--- src/rtl/faultdetector_mul_pipe.sv ---
// Flow-controlled pipelined multiplier: operand register, exact product,
// round/shift/saturate, then delay slots; bubbles collapse under backpressure.
module faultdetector_mul_pipe #(
  parameter int A_W       = 14,
  parameter int B_W       = 15,
  parameter int P_W       = 29,
  parameter int NUM_STAGE = 4,
  parameter int A_SIGNED  = 0,
  parameter int B_SIGNED  = 0,
  parameter int SHIFT     = 0,
  parameter int TAG_W     = 8
) (
  input  logic             clk,
  input  logic             reset_n,
  input  logic             in_valid,
  output logic             in_ready,
  input  logic [A_W-1:0]   a,
  input  logic [B_W-1:0]   b,
  input  logic [TAG_W-1:0] in_tag,
  output logic             out_valid,
  input  logic             out_ready,
  output logic [P_W-1:0]   p,
  output logic             p_ovf,
  output logic [TAG_W-1:0] out_tag
);

  localparam int FW = A_W + B_W + 2;
  // First slot holding the final result: S3 when depth allows a product register in S2.
  localparam int FS = (NUM_STAGE >= 3) ? 3 : 2;
  localparam int XW = (FW + 1 > P_W + 2) ? FW + 1 : P_W + 2;
  localparam bit RS = (A_SIGNED != 0) || (B_SIGNED != 0);
  localparam int RSH = (SHIFT > 0) ? SHIFT - 1 : 0;

  localparam logic signed [XW-1:0] ONE  = XW'(1);
  localparam logic signed [XW-1:0] RND  = (SHIFT > 0) ? (ONE <<< RSH) : {XW{1'b0}};
  localparam logic signed [XW-1:0] MAXV = RS ? (ONE <<< (P_W - 1)) - ONE : (ONE <<< P_W) - ONE;
  localparam logic signed [XW-1:0] MINV = RS ? -(ONE <<< (P_W - 1)) : {XW{1'b0}};

  logic [NUM_STAGE:1]              vld_q, vld_d, vld_src, adv;
  logic [A_W:0]                    a_q, a_d;
  logic [B_W:0]                    b_q, b_d;
  logic [NUM_STAGE:1][TAG_W-1:0]   tag_q;
  logic signed [FW-1:0]            a_sx, b_sx, prod_d, prod_q, sat_in;
  logic signed [XW-1:0]            ext_c, scl_c;
  logic [NUM_STAGE:FS][P_W-1:0]    p_q;
  logic [NUM_STAGE:FS]             ovf_q;
  logic [P_W-1:0]                  p_d;
  logic                            ovf_d;

  // A slot may load unless it and every slot downstream are full and the sink stalls.
  for (genvar k = 1; k <= NUM_STAGE; k++) begin : g_adv
    assign adv[k] = out_ready | ~(&vld_q[NUM_STAGE:k]);
  end

  assign in_ready = adv[1];
  assign vld_src  = {vld_q[NUM_STAGE-1:1], in_valid};
  assign vld_d    = (adv & vld_src) | (~adv & vld_q);

  always_comb begin
    a_d = (A_SIGNED != 0) ? {a[A_W-1], a} : {1'b0, a};
    b_d = (B_SIGNED != 0) ? {b[B_W-1], b} : {1'b0, b};
    a_sx = {{(FW-A_W-1){a_q[A_W]}}, a_q};
    b_sx = {{(FW-B_W-1){b_q[B_W]}}, b_q};
    prod_d = a_sx * b_sx;
  end

  assign sat_in = (FS == 3) ? prod_q : prod_d;

  // Round half up, arithmetic shift, then clamp to the result range.
  always_comb begin
    ext_c = {{(XW-FW){sat_in[FW-1]}}, sat_in};
    scl_c = (ext_c + RND) >>> SHIFT;
    p_d   = scl_c[P_W-1:0];
    ovf_d = 1'b0;
    if (scl_c > MAXV) begin
      p_d   = MAXV[P_W-1:0];
      ovf_d = 1'b1;
    end else if (scl_c < MINV) begin
      p_d   = MINV[P_W-1:0];
      ovf_d = 1'b1;
    end
  end

  always_ff @(posedge clk or negedge reset_n) begin
    if (!reset_n) begin
      vld_q  <= '0;
      a_q    <= '0;
      b_q    <= '0;
      tag_q  <= '0;
      prod_q <= '0;
      p_q    <= '0;
      ovf_q  <= '0;
    end else begin
      vld_q <= vld_d;
      if (adv[1]) begin
        a_q      <= a_d;
        b_q      <= b_d;
        tag_q[1] <= in_tag;
      end
      if (adv[2]) prod_q <= prod_d;
      if (adv[FS]) begin
        p_q[FS]   <= p_d;
        ovf_q[FS] <= ovf_d;
      end
      for (int k = 2; k <= NUM_STAGE; k++)
        if (adv[k]) tag_q[k] <= tag_q[k-1];
      for (int k = FS + 1; k <= NUM_STAGE; k++)
        if (adv[k]) begin
          p_q[k]   <= p_q[k-1];
          ovf_q[k] <= ovf_q[k-1];
        end
    end
  end

  assign out_valid = vld_q[NUM_STAGE];
  assign p         = p_q[NUM_STAGE];
  assign p_ovf     = ovf_q[NUM_STAGE];
  assign out_tag   = tag_q[NUM_STAGE];

endmodule

--- config.mk ---
export PLATFORM = sky130hd
export DESIGN_NAME = faultdetector_mul_pipe
export DESIGN_NICKNAME = d
export VERILOG_FILES = /design/src/rtl/faultdetector_mul_pipe.sv
export SDC_FILE = /design/constraint.sdc
export NUM_CORES = 1
export LEC_CHECK = 0
export BUFFER_PORTS_ARGS = -buffer_cell sky130_fd_sc_hd__clkbuf_2
export CAP_MARGIN = 20
export CORE_MARGIN = 2
export CORE_UTILIZATION = 60
export DETAILED_ROUTE_END_ITERATION = 10
export PLACE_DENSITY = 0.78
export REMOVE_ABC_BUFFERS = 1
export SYNTH_ARGS = -nofsm -noshare
export SYNTH_HDL_FRONTEND = slang
export SYNTH_SLANG_ARGS = --single-unit
--- constraint.sdc ---
create_clock -name clk -period 16.7 [get_ports clk]
set_input_delay 3.34 -clock clk [delete_from_list [all_inputs] [get_ports clk]]
set_output_delay 3.34 -clock clk [all_outputs]
set_load 0.1 [all_outputs]
==> impl_results.md, run 1 <==
- Outcome: completed
- Post-Synthesis Cell Area: 13100 um^2
- Register area share after synthesis: 0.293
- Final wirelength: 26.0 mm
- Critical path class: in2out
- Top cells by area, synth: dfrtp_1, fa_1, ha_1
- Post-cts hold buffer count: 0
- CP cell instances: clkbuf_2 > nor2b_2 > buf_4 > nand2_1 > nor2_2 > nand2_2 > clkbuf_2
- CP arrival: approximately 4700 ps
- Post-CTS Resized: 0
- Hold path depth: 2
- DR WL/cell: 15.9 um
- EDFF count, synth: 0
- CTS Buf Count: 17
- Congestion Overflow GR: 0
- Post-Synthesis Mean Instance Area: 9.80 um^2
- Max-cap violations: 0
- HP Class: reg2reg
- Reg2reg end: prod_q[21]
- Critical path startpoint category: input port
- Num Clock Sinks: around 150
- Levels on crit path: 7
- Starting Density: 0.606
- Synth cell types: 47
- Vias in the first global route: between 9k and 10k
- Post-Synthesis Cells: roughly 1.3k
- Share of cells above drive strength 1: 0.158
- Ant diodes: 0
- Post-synth top area share: 0.293
- Worst Hold Path EP: p[15]
- Clk_skew: between 10 and 15 ps
- Critical Path Most Common Cell: clkbuf_2
- WP buf/inv: 3
- Path depth of the worst reg2reg path: 19
- Core Footprint: ~22000 um^2
- Fin crit period: around 8000 ps
- Chip Height: 152 um
- Clock tree buffer depth: 2
- Least-Margin Pin Slew: about 930 ps
- First-pass GRT wire length: roughly 45 mm
- Pin count of the biggest net entering global routing: 105
- Fillers: about 1.7k
- Sequential cell area: approximately 3900 um^2
- FMAX: 125 MHz
- Final setup fails: 0
- Reg2Reg Launch Point: b_q[9]
- Most common cell in the netlist: nand2_1
- CTS tree: yes
- Nets: around 1.6k
- H-tree depth: 4
- Final HPWL DP: about 19 mm
- Post-route setup TNS: 0 ps
- Gp weighted congestion: about 0.88
- Area of the multi-input gates: between 8000 and 9000 um^2
- Worst Hold Launch: p_q[15]
- Via-per-instance ratio: about 5.4
- Residual DRC count: 0
- Synth top cells by count: nand2_1, inv_1, dfrtp_1
- Worst R2R Setup Slack: 10610 ps
- Ys Warns: 0
- Clk pin slew, worst setup/hold paths: roughly 70 ps
- Slew HR: 0.381
- Clk_lat worst skew: between 400 and 500 ps
- DRT Pass-1 Iters: 5
- Initial antenna violation count: 0
- Crit path max fanout: 41
- Post-CTS Setup Bufs: 0
- GRT Resource Usage Total: 0.238
- Area Growth Syn to Fin: 6.62%
- RSZ-0062 raised after global routing: false
- Number of port buffers: 80
- CP required: around 13000 ps
- Worst path top cell family by delay: buffers and inverters
- CTS root buf: clkbuf_16
- Vias: 8811
- # rows: 54
- Period utilisation layout: 0.478
- Synthesized flop and latch total: between 150 and 200
- Peak per-stage delay on the critical path: 380 ps
- Post-synth ARST share: 1.00
- Post-DRT Antenna Nets: 0
- Io pins: 81
- Leading area contributor after synthesis: dfrtp_1
- Die W: about 150 um
- Final Max Tran Viols: 0
- Worst setup EP type: output pin
- Drt first-iter violations: a little under 500
- Slowest CP cell: buf_4
- Final Hold Fails: 0
- Die area: approximately 23000 um^2
- Top FF cell, synth: dfrtp_1
placed cells by master, fill, tap and decap left out, types with 8 or more instances in the layout:
cell and n:
ha_1 93, nand2_1 287, a21o_1 8, a31oi_1 9, inv_1 172, a21oi_1 33
dfrtp_1 154, clkbuf_16 17, xnor2_1 14, o21ai_0 17, nor2_1 26, and2_1 106
xor2_1 11, fa_1 153, clkbuf_2 79, mux2_2 74
area by class of cell:
class,instances,area share
clock buffer,17,0.0304
inverter,172,0.0461
tap,280,0.0250
sequential,154,0.275
timing repair buffer,87,0.0328
multi-input combinational,911,0.579
clock inverter,15,0.0113
how the worst max path moves through the flow:
stage / from / end
after floorplan: out_ready / in_ready
final: out_ready / in_ready
after global routing: out_ready / in_ready
after CTS: out_ready / in_ready
after global placement: out_ready / in_ready
after detailed placement: out_ready / in_ready
routing by layer:
layer	up-vias	part of all wire	wire length, um	track usage
met3	33	0.052	1360	0.0473
met4	0	0.014	362	0.0619
li1	4141	-	-	-
met2	209	0.48	12500	0.395
met5	-	0	0	0
met1	4428	0.45	11700	0.323
sequential cells by signal, summed over array words and instances (netlist names), named ones only:
| register | count |
|---|---|
| p_q | 29 |
| p | 29 |
| b_q | 15 |
| prod_q | 29 |
| ovf_q | 2 |
| a_q | 14 |
| tag_q | 24 |
| out_tag | 8 |
cells by family (layout without fill, tap and decap cells):
| kind of cell | after synthesis | in the layout | share of synthesized area |
|---|---|---|---|
| compound gates | 103 | 103 | 0.0549 |
| xor+xnor | 25 | 25 | 0.0167 |
| fa+ha+maj | 246 | 246 | 0.322 |
| buf+inv | 275 | 291 | 0.0896 |
| flops | 154 | 154 | 0.293 |
| mux | 76 | 76 | 0.0650 |
| simple gates | 461 | 461 | 0.159 |
tightest hold or removal path, cell delays in order, from the launching register on:
cell     delay (ps)
dfrtp_1         340
nand2_1          50
nand2_1          50
per-stage QoR:
step | hold WS [ps] | cell area [um^2] | worst slack (ps) | utilization | std cells
after global routing | 490 | 14000 | 8580 | 0.646 | 1636
after global placement | 443 | 13400 | 8710 | 0.619 | 1604
after detailed placement | 450 | 13400 | 8710 | 0.619 | 1604
after CTS | 465 | 14000 | 8710 | 0.646 | 1636
final | 459 | 14000 | 8710 | 0.646 | 1636
after floorplan | 433 | 12600 | 4410 | - | 1237
Power of run 1 is left out: the tool's default activity adds up to more than one toggle a clock period on the data nets, which glitch-free logic cannot reach.
==> inputs of run 2 (changes only) <==
--- a/config.mk
+++ b/config.mk
@@ -5,12 +5,13 @@
 export SDC_FILE = /design/constraint.sdc
 export NUM_CORES = 1
 export LEC_CHECK = 0
+export ABC_AREA = 1
 export BUFFER_PORTS_ARGS = -buffer_cell sky130_fd_sc_hd__clkbuf_2
 export CAP_MARGIN = 20
 export CORE_MARGIN = 2
-export CORE_UTILIZATION = 60
+export CORE_UTILIZATION = 57
 export DETAILED_ROUTE_END_ITERATION = 10
-export PLACE_DENSITY = 0.78
+export PLACE_DENSITY = 0.77
 export REMOVE_ABC_BUFFERS = 1
 export SYNTH_ARGS = -nofsm -noshare
 export SYNTH_HDL_FRONTEND = slang
==> constraint.sdc (replaced) <==
create_clock -name clk -period 7.15 [get_ports clk]
set_input_delay 1.43 -clock clk [delete_from_list [all_inputs] [get_ports clk]]
set_output_delay 1.43 -clock clk [all_outputs]
set_load 0.1 [all_outputs]
==> run 2 against run 1 <==
Compared with the run above:
- via count increased by 14%
- setup slack lost 7400 ps
- critical path depth up 19
- register-to-register slack worse by 9300 ps
- utilization shrank 2.5 points
- clock-buffer cell count up 1
- sequential share of layout area shrank 1.1 points
- synthesized cell count grew 27%
==> impl_results.md, run 2 <==
- Outcome: completed
- Vias in the first global route: 10.4k (+12%)
- Slew HR: 0.379 (-0.00230)
- Top cells by area, synth: dfrtp_1, fa_1, nand2_1
- Commonest non-fill, non-tap cell in the layout: nand2_1
- Hold path depth: 2 (unchanged)
- Worst R2R Setup Slack: 1280 ps (-9330 ps)
- Worst Hold Launch: p_q[3]
- H-tree depth: 4 (unchanged)
- CTS tree: yes
- Reg2Reg Launch Point: b_q[6]
- RSZ-0062 raised after global routing: false
- Main combinational cell family by area after synthesis: adder cells
- Ant diodes: 0 (unchanged)
- Critical path class: reg2reg
- Chip Height: 159 um (+4.6%)
- Post-synth ARST share: 1.00 (unchanged)
- Post-Synthesis Cell Area: 13700 um^2 (+4.1%)
- Final setup fails: 0 (unchanged)
- Fraction of the mapped netlist area in compound gates: 0.0274 (-0.0274)
- CP arrival: 6170 ps (+1520 ps)
- Final Max Tran Viols: 0 (unchanged)
- CP required: 7450 ps (-5910 ps)
- Most common cell in the netlist: nand2_1
- Post-CTS Setup Bufs: 0 (unchanged)
- Clock tree buffer depth: 2 (unchanged)
- Synth top cells by count: nand2_1, inv_1, dfrtp_1
- EDFF count, synth: 0 (unchanged)
- Gp weighted congestion: 0.920 (+4.6%)
- Post-CTS Resized: 0 (unchanged)
- Leading area contributor after synthesis: dfrtp_1
- HP Class: reg2reg
- Nets: 2003 (+23%)
- Reg2reg end: prod_q[14]
- Post-synthesis mux area share: 0.0305 (-0.0345)
- Post-route setup TNS: 0 ps (unchanged)
- Synth cell types: 27 (-43%)
- Clk_skew: 15.5 ps (+3.33 ps)
- Initial antenna violation count: 0 (unchanged)
- Final HPWL DP: 22.0 mm (+16%)
- Die W: 159 um (+4.6%)
- Worst setup EP type: flop
- Crit path max fanout: 15 (-63%)
- Die area: 25300 um^2 (+9.4%)
- Max-cap violations: 0 (unchanged)
- Clk_lat worst skew: 430 ps (about the same)
- First-pass GRT wire length: 50.0 mm (+12%)
- FMAX: about 170 MHz
- DR WL/cell: 14.1 um (-11%)
- Synthesized flop and latch total: 154 (unchanged)
- Worst Hold Path EP: p[3]
- Peak per-stage delay on the critical path: 650 ps (+270 ps)
- Congestion Overflow GR: 0 (unchanged)
- Via-per-instance ratio: 4.92 (-8.6%)
- Io pins: 81 (unchanged)
- Starting Density: 0.581 (-0.0246)
- Simple-Gate Fraction of Synth Area: 0.198 (+0.0395)
- Post-synth top area share: 0.282 (-0.0117)
- Least-Margin Pin Slew: 930 ps (+2.09 ps)
- Register area share after synthesis: 0.282 (-0.0117)
- DRT Pass-1 Iters: 7 (+2)
- Critical path startpoint category: flop
- WP buf/inv: 9 (+6)
- Slowest CP cell: dfrtp_1
- CTS Buf Count: 17 (unchanged)
- Clk pin slew, worst setup/hold paths: 70 ps (about the same)
- Highest-count cells in the layout ignoring fill and taps: nand2_1, inv_1, dfrtp_1, fa_1, ha_1
- Post-DRT Antenna Nets: 0 (unchanged)
- Num Clock Sinks: 154 (unchanged)
- Residual DRC count: 0 (unchanged)
- Pin count of the biggest net entering global routing: 96 (-8.6%)
- Top FF cell, synth: dfrtp_1
- Number of port buffers: 80 (unchanged)
- Drt first-iter violations: 670 (+36%)
- Fin crit period: 5870 ps
- Synth Area in Adders: 0.309 (-0.0128)
- Area Growth Syn to Fin: 6.78%
- Core Footprint: 23500 um^2 (+8.5%)
- CTS root buf: clkbuf_16
- Ys Warns: 0 (unchanged)
- Post-cts hold buffer count: 0 (unchanged)
- Worst path top cell family by delay: adder cells
- Post-Synthesis Mean Instance Area: 8.03 um^2 (-18%)
- Share of cells above drive strength 1: 0.0891 (-0.0687)
- Vias: 10.1k (+14%)
- GRT Resource Usage Total: 0.244 (+0.00680)
- # rows: 56 (+3.7%)
- Post-Synthesis Cells: 1704 (+27%)
- Period utilisation layout: 0.821
- Final Hold Fails: 0 (unchanged)
- Critical Path Most Common Cell: inv_1
- Synth Area in XOR/XNOR: 0.00896 (-0.00770)
- Final wirelength: 28.8 mm (+11%)
- Path depth of the worst reg2reg path: 26 (+7)
[run 2: layer usage]
| layer | up-vias | GRT usage | wire, um | part of all wire |
|---|---|---|---|---|
| li1 | 4947 | - | - | - |
| met1 | 4803 | 0.330 | 13100 | 0.45 |
| met2 | 276 | 0.407 | 13500 | 0.47 |
| met3 | 51 | 0.0419 | 1490 | 0.052 |
| met4 | 0 | 0.0769 | 702 | 0.024 |
| met5 | - | 0 | 0 | 0 |
[run 2: area by class of cell]
class                      instances  area (um^2)
sequential                       154         3850
clock buffer                      18          429
multi-input combinational       1066         7860
clock inverter                    14          154
fill                            2153         8930
inverter                         392         1470
tap                              319          399
timing repair buffer              85          444
[run 2: tightest hold or removal path: stages (launching register included)]
cell and delay [ps]:
dfrtp_1 340, nand2_1 50, nand2_1 40
[run 2: kinds of logic (layout without fill, tap and decap cells)]
kind of cell | Yosys count | in the layout
compound gates | 74 | 74
xor+xnor | 14 | 14
fa+ha+maj | 246 | 246
buf+inv | 484 | 509
flops | 154 | 154
mux | 37 | 37
simple gates | 695 | 695
[run 2: stage by stage]
step	hold slack [ps]	worst slack [ps]	std cells	cell area, um^2	util
6_report	464	1280	2048	14600	0.621
3_5_place_dp	450	1310	2016	14000	0.596
5_1_grt	479	1000	2048	14600	0.621
4_1_cts	467	1310	2048	14600	0.621
3_3_place_gp	451	1420	2016	14000	0.596
2_1_floorplan	440	1290	1612	13200	-
[run 2: worst max path at each step]
stage	start	endpoint	slack (ps)	cells after the start
2_1_floorplan	out_ready	in_ready	1290	6
3_3_place_gp	b_q[6]	prod_q[14]	1420	26
3_5_place_dp	b_q[6]	prod_q[14]	1310	26
4_1_cts	b_q[6]	prod_q[14]	1310	26
5_1_grt	a_q[2]	prod_q[26]	1000	25
6_report	b_q[6]	prod_q[14]	1280	26
Power of run 2 is left out for the same reason.
==> inputs of run 3 (changes only) <==
--- a/config.mk
+++ b/config.mk
@@ -9,9 +9,9 @@
 export BUFFER_PORTS_ARGS = -buffer_cell sky130_fd_sc_hd__clkbuf_2
 export CAP_MARGIN = 20
 export CORE_MARGIN = 2
-export CORE_UTILIZATION = 57
+export CORE_UTILIZATION = 60
 export DETAILED_ROUTE_END_ITERATION = 10
-export PLACE_DENSITY = 0.77
+export PLACE_DENSITY = 0.78
 export REMOVE_ABC_BUFFERS = 1
 export SYNTH_ARGS = -nofsm -noshare
 export SYNTH_HDL_FRONTEND = slang
==> constraint.sdc (replaced) <==
create_clock -name clk -period 5.87 [get_ports clk]
set_input_delay 1.174 -clock clk [delete_from_list [all_inputs] [get_ports clk]]
set_output_delay 1.174 -clock clk [all_outputs]
set_load 0.1 [all_outputs]
==> run 3 against run 2 <==
Compared with the run above:
- critical endpoint is now prod_q[26]
- die area down 4.9%
- register-to-register slack got worse by 1000 ps
- critical path depth fell by 3
- global-route usage rose by 1.4 points
- cell area up 1.2%
==> impl_results.md, run 3 (same netlist as run 2, synthesis figures left out) <==
- CP cell instances: nand2_1 > inv_1 > fa_1 > inv_1 > fa_1 > inv_1 > fa_1 > fa_1 > fa_1 > inv_1 > fa_1 > inv_1 > ha_1 > nand2_1 > nor2_1 > nand2_1 > nor2_1 > nand2_1 > nand3_1 > nand2_1 > nand2_1 > nand2_1 > nand2_1
- Clk_lat worst skew: 440 ps (about the same)
- Worst R2R Setup Slack: 270 ps (-1010 ps)
- CTS Buf Count: 17 (unchanged)
- CP required: 6230 ps (-1220 ps)
- Final setup fails: 0 (unchanged)
- Vias in the first global route: 10.4k (-0.058%)
- Slew HR: 0.370 (-0.00942)
- Fillers: 1881 (-13%)
- Critical path class: reg2reg
- Highest-count cells in the layout ignoring fill and taps: nand2_1, inv_1, fa_1, dfrtp_1, ha_1
- Num Clock Sinks: 154 (unchanged)
- CTS root buf: clkbuf_16
- Period utilisation layout: 0.955 (+0.134)
- Ant diodes: 0 (unchanged)
- FMAX: 178 MHz (+4.7%)
- Path depth of the worst reg2reg path: 23 (-12%)
- DRT met1 WL: 13.1 mm (about the same)
- Critical path startpoint category: flop
- Pin count of the biggest net entering global routing: 109 (+14%)
- Critical Path Most Common Cell: nand2_1
- Final HPWL DP: 22.3 mm (+1.3%)
- GRT Resource Usage Total: 0.259 (+0.0143)
- CTS tree: yes
- Clk pin slew, worst setup/hold paths: 70 ps (about the same)
- Residual DRC count: 0 (unchanged)
- Final Hold Fails: 0 (unchanged)
- Crit path max fanout: 12 (-3)
- Slowest CP cell: dfrtp_1
- Vias: 10.2k (+1.5%)
- Worst Hold Launch: p_q[1]
- Number of port buffers: 80 (unchanged)
- H-tree depth: 4 (unchanged)
- Top routing layer used: met4
- Reg2Reg Launch Point: b_q[10]
- Hold path depth: 2 (unchanged)
- Post-DRT Antenna Nets: 0 (unchanged)
- Worst setup EP type: flop
- HP Class: reg2reg
- Met3 Wirelength: 1.32 mm (-11%)
- Via-per-instance ratio: 5.03 (+2.2%)
- Die area: 24000 um^2 (-4.9%)
- Pre-CTS setup slack: 281 ps (-1030 ps)
- Nets: 2023 (+1.0%)
- Least-Margin Pin Slew: 944 ps (+14.1 ps)
- WL met2: 14.0 mm (+3.6%)
- Worst Hold Path EP: p[1]
- First-pass GRT wire length: 49.7 mm (-0.62%)
- Chip Height: 155 um (-2.5%)
- Placed cell area: 14100 um^2 (+0.82%)
- Post-CTS Setup Bufs: 0 (unchanged)
- Final Max Tran Viols: 0 (unchanged)
- Clock tree buffer depth: 2 (unchanged)
- Min setup slack post-route: 266 ps (-1010 ps)
- Core Footprint: 22500 um^2 (-4.4%)
- RSZ-0062 raised after global routing: false
- Peak per-stage delay on the critical path: 570 ps (-80 ps)
- Reg2reg end: prod_q[26]
- Clk_skew: 20.6 ps (+5.15 ps)
- Fin crit period: 5600 ps (-266 ps)
- CP arrival: 5960 ps (-210 ps)
- Final Instance Area: 14800 um^2 (+1.2%)
- Worst hold margin: 459 ps (-4.37 ps)
- Starting Density: 0.608 (+0.0269)
- Outcome: completed
- Io pins: 81 (unchanged)
- Max-cap violations: 0 (unchanged)
- Final wirelength: 28.9 mm (+0.35%)
- Gp weighted congestion: 0.935 (+1.7%)
- Share of cells above drive strength 1: 0.103 (+0.0138)
- Die W: 155 um (-2.5%)
- DRT Pass-1 Iters: 5 (-2)
- Initial antenna violation count: 0 (unchanged)
- Commonest non-fill, non-tap cell in the layout: nand2_1
- # rows: 55 (-1.8%)
- DR WL/cell: 14.2 um (+1.0%)
- Congestion Overflow GR: 0 (unchanged)
- Area Growth Syn to Fin: 8.05%
- Post-route setup TNS: 0 ps (unchanged)
- Drt first-iter violations: 580 (-13%)
run 3: critical path, delay by kind of cell (launching register included):
| family | cells | cell delay, ps |
|---|---|---|
| adders and majority gates | 7 | 3360 |
| and+or+nand+nor | 11 | 1300 |
| DFF | 1 | 570 |
| buffers and inverters | 5 | 280 |
run 3: final cells by class:
type	instances	area, um^2	share of cell area
Multi-Input combinational cell	1066	7860	0.532
Sequential cell	154	3860	0.261
Inverter	392	1470	0.0995
Timing Repair Buffer	105	629	0.0426
Clock buffer	18	429	0.0290
Tap cell	285	357	0.0241
Clock inverter	14	178	0.0120
run 3: repair_timing:
item | in CTS | in global routing
resized for setup | 0 | 6
hold buffers | 0 | 0
setup endpoints to repair | 0 | 7
run 3: routing by layer:
| layer | GRT usage | vias to the layer above |
|---|---|---|
| li1 | - | 4997 |
| met1 | 0.348 | 4913 |
| met2 | 0.442 | 274 |
| met3 | 0.0357 | 44 |
| met4 | 0.0736 | 0 |
| met5 | 0 | - |
run 3: worst max-delay path by stage:
stage                   start          to  slack, ps  depth (start not counted)
floorplan           out_ready    in_ready        520                          6
global placement       a_q[5]  prod_q[26]        390                         22
detailed placement     b_q[7]  prod_q[19]        280                         24
CTS                    b_q[7]  prod_q[19]        250                         24
global route           b_q[8]  prod_q[26]          3                         23
finish                b_q[10]  prod_q[26]        270                         23
run 3: per-stage QoR:
stage,instances,util
3_3_place_gp,2001,0.628
6_report,2034,0.657
2_1_floorplan,1612,-
4_1_cts,2033,0.655
5_1_grt,2034,0.657
3_5_place_dp,2001,0.628
Power of run 3 is left out for the same reason.
